<file path="src/rtl/oa_pkg.sv">
// Shared constants, FSM state type and control-flag decode for oa_sequencer.
// Optional feature macro used by the sequencer: OA_SEQ_TIMEOUT_EN.
package oa_pkg;

  localparam int OA_WORD_LENGTH = 16;
  localparam int OA_BUS_SIZE    = 4 * OA_WORD_LENGTH;
  localparam int OA_HALF_WINDOW = 512;
  localparam int OA_NBEATS      = OA_HALF_WINDOW / 4;
  localparam int OA_TMO_LIMIT   = 256;

  typedef enum logic [2:0] {
    IDLE,
    REQ1,
    WAIT1,
    REQ2,
    WAIT2,
    SUM,
    OUT,
    DONE
  } state_t;

  typedef struct packed {
    logic busy;
    logic arvalid;
    logic rready;
    logic act;
    logic done;
  } ctl_t;

  function automatic ctl_t ctl_of(input state_t s);
    ctl_t c;
    c         = '0;
    c.busy    = (s != IDLE);
    c.arvalid = (s == REQ1) || (s == REQ2);
    c.rready  = (s == WAIT1) || (s == WAIT2);
    c.act     = (s == OUT);
    c.done    = (s == DONE);
    return c;
  endfunction

endpackage

</file>
<file path="src/rtl/oa_sequencer.sv">
// Overlap-add half-window sequencer: fetches paired beats, drives the datapath.
// Define OA_SEQ_TIMEOUT_EN to build the read-wait watchdog and err flag.
module oa_sequencer
  import oa_pkg::*;
#(
  parameter int WORD_LENGTH      = OA_WORD_LENGTH,
  parameter int BUS_SIZE         = 4 * WORD_LENGTH,
  parameter int HALF_WINDOW_SIZE = OA_HALF_WINDOW,
  parameter int ADDR_WIDTH       = 16
) (
  input  logic                  aclk,
  input  logic                  reset,
  input  logic                  start,
  input  logic [ADDR_WIDTH-1:0] base_addr1,
  input  logic [ADDR_WIDTH-1:0] base_addr2,
  output logic                  arvalid,
  input  logic                  arready,
  output logic [ADDR_WIDTH-1:0] araddr,
  input  logic                  rvalid,
  output logic                  rready,
  input  logic [BUS_SIZE-1:0]   rdata,
  output logic [BUS_SIZE-1:0]   dp_data_in,
  output logic                  dp_load,
  output logic                  dp_action,
  input  logic [BUS_SIZE-1:0]   dp_data_out,
  output logic                  out_valid,
  input  logic                  out_ready,
  output logic [BUS_SIZE-1:0]   out_data,
  output logic                  busy,
  output logic                  done,
  output logic                  err
);

  localparam int NB = HALF_WINDOW_SIZE / 4;
  localparam int BW = $clog2(NB + 1);
  localparam logic [BW-1:0] LAST = BW'(NB - 1);

  state_t                state;
  ctl_t                  ctl;
  logic [BW-1:0]         beat;
  logic [ADDR_WIDTH-1:0] base1;
  logic [ADDR_WIDTH-1:0] base2;
  logic                  expire;

  function automatic logic [ADDR_WIDTH-1:0] offs(input logic [BW-1:0] b);
    return ADDR_WIDTH'({b, 3'b000});
  endfunction

  assign busy      = ctl.busy;
  assign arvalid   = ctl.arvalid;
  assign rready    = ctl.rready;
  assign dp_action = ctl.act;
  assign out_valid = ctl.act;
  assign done      = ctl.done;
  assign out_data  = ctl.act ? dp_data_out : '0;
  assign dp_load   = rvalid && ctl.rready;

  always_comb begin
    dp_data_in = '0;
    if (dp_load) begin
      for (int i = 0; i < 4; i++) begin
        dp_data_in[i*WORD_LENGTH +: WORD_LENGTH] =
          rdata[i*WORD_LENGTH +: WORD_LENGTH];
      end
    end
  end

`ifdef OA_SEQ_TIMEOUT_EN
  logic [7:0] tmo;
  logic       err_q;

  assign expire = ctl.rready && !rvalid &&
                  (tmo == 8'(OA_TMO_LIMIT - 1));
  assign err    = err_q;

  always_ff @(posedge aclk) begin
    if (reset) begin
      tmo   <= '0;
      err_q <= 1'b0;
    end else begin
      if (ctl.rready && !rvalid && !expire)
        tmo <= tmo + 8'd1;
      else
        tmo <= '0;
      if (expire)
        err_q <= 1'b1;
      else if (state == IDLE && start)
        err_q <= 1'b0;
    end
  end
`else
  assign expire = 1'b0;
  assign err    = 1'b0;
`endif

  // araddr is loaded on entry to REQ1/REQ2 so it is stable for the handshake
  always_ff @(posedge aclk) begin
    if (reset) begin
      state  <= IDLE;
      ctl    <= '0;
      beat   <= '0;
      base1  <= '0;
      base2  <= '0;
      araddr <= '0;
    end else if (expire) begin
      state  <= DONE;
      ctl    <= ctl_of(DONE);
      araddr <= '0;
    end else begin
      unique case (state)
        IDLE: if (start) begin
          state  <= REQ1;
          ctl    <= ctl_of(REQ1);
          beat   <= '0;
          base1  <= base_addr1;
          base2  <= base_addr2;
          araddr <= base_addr1;
        end
        REQ1: if (arready) begin
          state  <= WAIT1;
          ctl    <= ctl_of(WAIT1);
          araddr <= '0;
        end
        WAIT1: if (rvalid) begin
          state  <= REQ2;
          ctl    <= ctl_of(REQ2);
          araddr <= base2 + offs(beat);
        end
        REQ2: if (arready) begin
          state  <= WAIT2;
          ctl    <= ctl_of(WAIT2);
          araddr <= '0;
        end
        WAIT2: if (rvalid) begin
          state <= SUM;
          ctl   <= ctl_of(SUM);
        end
        SUM: begin
          state <= OUT;
          ctl   <= ctl_of(OUT);
        end
        OUT: if (out_ready) begin
          if (beat == LAST) begin
            state <= DONE;
            ctl   <= ctl_of(DONE);
          end else begin
            state  <= REQ1;
            ctl    <= ctl_of(REQ1);
            beat   <= beat + 1'b1;
            araddr <= base1 + offs(beat + 1'b1);
          end
        end
        DONE: begin
          state <= IDLE;
          ctl   <= ctl_of(IDLE);
        end
        default: begin
          state <= IDLE;
          ctl   <= ctl_of(IDLE);
        end
      endcase
    end
  end

endmodule

</file>
<file path="config.mk">
export PLATFORM = sky130hd
export DESIGN_NAME = oa_sequencer
export DESIGN_NICKNAME = d
export VERILOG_FILES = /design/src/rtl/oa_pkg.sv /design/src/rtl/oa_sequencer.sv
export SDC_FILE = /design/constraint.sdc
export NUM_CORES = 1
export LEC_CHECK = 0
export ABC_CLOCK_PERIOD_IN_PS = 3350
export BUFFER_PORTS_ARGS = -buffer_cell sky130_fd_sc_hd__clkbuf_2
export CELL_PAD_IN_SITES_DETAIL_PLACEMENT = 0
export CELL_PAD_IN_SITES_GLOBAL_PLACEMENT = 2
export CORE_UTILIZATION = 21
export CTS_CLUSTER_DIAMETER = 50
export DETAILED_ROUTE_END_ITERATION = 7
export PLACE_DENSITY_LB_ADDON = 0.1
export SYNTH_ARGS = -nofsm -noshare
export SYNTH_HDL_FRONTEND = slang
export SYNTH_SLANG_ARGS = --single-unit
</file>
<file path="constraint.sdc">
create_clock -name aclk -period 3.35 [get_ports aclk]
set_clock_uncertainty 0.2 [all_clocks]
set_input_delay 0.335 -clock aclk [delete_from_list [all_inputs] [get_ports aclk]]
set_output_delay 0.335 -clock aclk [all_outputs]
set_load 0.02 [all_outputs]
</file>
==> summary.md <==
| Metric | Value |
|---|---|
| Fraction of the yosys area taken by sequential cells | 26.8% |
| Post-synthesis cell type count | between 60 and 70 |
| Final setup vio count | 0 |
| CP Max Fanout | 6 |
| Syn Std Cell Area | approximately 4800 um^2 |
| Detailed Route WL | 23500 um |
| Ys async rst share | 0% |
| Max-slew violations | 0 |
| Critical path arrival | approximately 3.2 ns |
| Clock sinks | 64 |
| Fin crit period | 3.13 ns |
| Buffer count from post-CTS setup fixing | 0 |
| Vias/cell | 4.63 |
| RSZ-0062 raised after global routing | false |
| Yosys top cell by area | dfxtp_1 |
| Post-synthesis cell count | about 650 |
| Syn_area_per_cell | between 7 and 8 um^2 |
| P&R area growth vs syn | 47.0% |
| CP max-delay cell | or4_1 |
| Min Hold Slack | 0.0138 ns |
| Syn_nets | 840 |
| Min-Delay Path Class | in -> reg |
| Initial DRC Count | roughly 320 |
| Synth warn | 0 |
| Global-route wire length before repair | approximately 35000 um |
| Max cap viols | 0 |
| Fin crit share | approximately 93% |
| Synthesis-stage register bit count | 64 |
| Congestion Overflow GR | 0 |
| Total Nets Final | 1137 |
| Hpwl dp | about 19000 um |
| Slew margin rel. | between 30% and 40% |
| Tightest Pin Transition | 1.00 ns |
| IO buf count | approximately 320 |
| CP Cell Sequence | ha_1 -> and3_2 -> and3_1 -> xnor2_1 -> ha_1 -> o21a_1 -> o21a_1 -> a21oi_4 -> or4_1 -> a311oi_1 |
| Finished Cell Area | approximately 7000 um^2 |
| Area of the die | 23400 um^2 |
| GPL Wtd Cong | 0.833 |
| Vias in the first global route | roughly 5500 |
| WP data required | roughly 3.4 ns |
| Clock latency on the worst-skew pair | between 0.3 and 0.4 ns |
| Final hold viol count | 0 |
| Clock transition at path regs | around 0.06 ns |
| Yosys top cell area share | about 27% |
| Crit end category | register |
| Global Route Usage Sum | about 20% |
| Largest net degree at the start of global routing | 67 |
| Share of layout cells above drive strength 1 | between 30% and 40% |
| Critical path buffers and inverters | 0 |
| EDFF count, synth | 0 |
| Clk buf depth | 2 |
| Worst IR Drop VDD | between 0.2 and 0.25 mV |
| Avg WL per Cell | between 15 and 20 um |
| Pre-antenna DRT Iters | 4 |
| Outcome | complete, no violations |
| Max incr delay on CP | roughly 0.46 ns |
| Antenna viol nets, final | 0 |
| Cell Pwr Density | roughly 390 nW/um^2 |
| Lkg Pwr | 3.79 nW |
| TritonCTS clock tree | yes |
| Fmax | roughly 320 MHz |
| TNS Setup | 0 ns |
| Initial antenna violation count | 1 |
| Via count | between 5000 and 6000 |
| Synth top area cells | dfxtp_1 (27%), and3_1 (9.8%), and2_1 (8.5%), nand2_1 (7.8%), a21oi_1 (6.7%) |
| Row count | 54 |
| Nature of the critical path startpoint | register |
| Clk root buf | clkbuf_16 |
| Post-DP Area | 6650 um^2 |
| Residual DRC count | 0 |
| Die Wd | approximately 150 um |
| CTS Buf Count | 9 |
| Die Ht | between 150 and 200 um |
| Most used flip-flop cell after synthesis | dfxtp_1 |
| H-tree depth | 3 |
| IO Pins | roughly 320 |
| Initial core utilization | between 20% and 30% |
| Area of the core | roughly 22000 um^2 |
| CP Class | reg -> reg |
| Critical path's top delay family | simple AND/OR/NAND/NOR gates |
==> cells in the final DEF (no fill, tap or decap), types with 6 or more instances in the layout <==
cell       count
o211ai_1       8
o21ai_0       22
nand2b_1       6
clkbuf_16      9
and2_1        65
mux2i_1        7
nand3_1       10
o21ai_1        6
a221oi_1       8
a21o_1         6
xor2_1         9
nor2b_1        7
clkbuf_2     316
dfxtp_1       64
nor3_1         9
nand2_1       99
buf_4         18
nand3b_1       6
a211oi_1       9
and3_1        74
a21oi_1       64
inv_1         12
xnor2_1        7
nor2_1        31
ha_1          18
==> power breakdown <==
group / switching [mW] / total (mW) / internal (mW)
clock network: 0.371 / 1.14 / 0.766
logic: 0.441 / 0.713 / 0.272
registers: 0.0576 / 0.889 / 0.831
total: 0.869 / 2.74 / 1.87
==> synthesized netlist by cell type (4+ instances only) <==
cell / number
nand2_1: 99
and3_1: 75
and2_1: 65
a21oi_1: 64
dfxtp_1: 64
clkbuf_1: 38
nor2_1: 31
o21ai_0: 22
ha_1: 18
inv_1: 12
nand3_1: 10
a211oi_1: 9
nor3_1: 9
xor2_1: 9
a221oi_1: 8
o211ai_1: 8
buf_2: 7
mux2i_1: 7
nor2b_1: 7
xnor2_1: 7
a21o_1: 6
nand2b_1: 6
nand3b_1: 6
o21ai_1: 6
a211o_1: 4
nand4_1: 4
or3_1: 4
==> per-layer routing <==
metal / wire (um) / vias up / track usage [%]
met2: 12000 / 177 / 36.2
li1: - / 2908 / -
met1: 10100 / 2625 / 23.4
met3: 1060 / 18 / 3.80
met4: 305 / 0 / 4.52
met5: 0 / - / 0
==> area by class of cell <==
type	count	area, um^2
Antenna cell	1	2.50
Clock buffer	11	253
Clock inverter	5	103
Fill cell	2450	15100
Inverter	12	45.0
Multi-Input combinational cell	527	3240
Sequential cell	64	1280
Tap cell	280	350
Timing Repair Buffer	337	1760
==> per-stage QoR <==
| step | setup WS [ns] | cells | total power [mW] | utilization, % |
|---|---|---|---|---|
| final | 0.219 | 1237 | 2.74 | 31.8 |
| after global routing | 0.0382 | 1237 | 2.89 | 31.8 |
| after CTS | 0.162 | 1236 | 2.78 | 31.8 |
| after detailed placement | 0.181 | 1218 | 1.63 | 30.1 |
| after global placement | 0.227 | 1218 | 1.63 | 30.1 |
| after floorplan | 0.407 | 654 | 1.29 | - |
==> flip-flops by register name (all words and copies together), names as in the netlist <==
| name | flops |
|---|---|
| rready | 1 |
| beat | 8 |
| done | 1 |
| base2 | 16 |
| state | 3 |
| araddr | 16 |
| base1 | 16 |
| busy | 1 |
| arvalid | 1 |
| dp_action | 1 |
==> kinds of logic (layout without fill, tap and decap cells) <==
group / after synthesis / in the layout / synth area share (%)
compound gates: 156 / 156 / 21.0
other cells: 1 / 2 / 0.0785
buf+inv: 63 / 365 / 5.68
xor+xnor: 16 / 16 / 2.93
simple gates: 325 / 325 / 36.0
fa+ha+maj: 20 / 20 / 5.55
mux: 9 / 9 / 1.94
flops: 64 / 64 / 26.8
==> worst paths after layout <==
path	start	to	slack, ns	depth (start not counted)
hold reg to reg	araddr[6]	araddr[6]	0.26	2
setup / recovery	beat[0]	araddr[15]	0.22	10
setup reg to reg	beat[0]	araddr[15]	0.22	10
hold / removal	base_addr2[2]	base2[2]	0.01	3
==> what timing repair did <==
item | in CTS | in global routing
gates resized for setup | 0 | 1
setup endpoints to repair | 0 | 3
hold buffers | 2 | 0
endpoints found under the hold margin | 2 | 0
==> worst register-to-register path, stage by stage, from the launching register on <==
cell and delay (ns):
dfxtp_1 0.43, ha_1 0.26, and3_2 0.29, and3_1 0.23
xnor2_1 0.08, ha_1 0.39, o21a_1 0.18, o21a_1 0.19
a21oi_4 0.09, or4_1 0.46, a311oi_1 0.25
(Power assumes the default switching activity.)
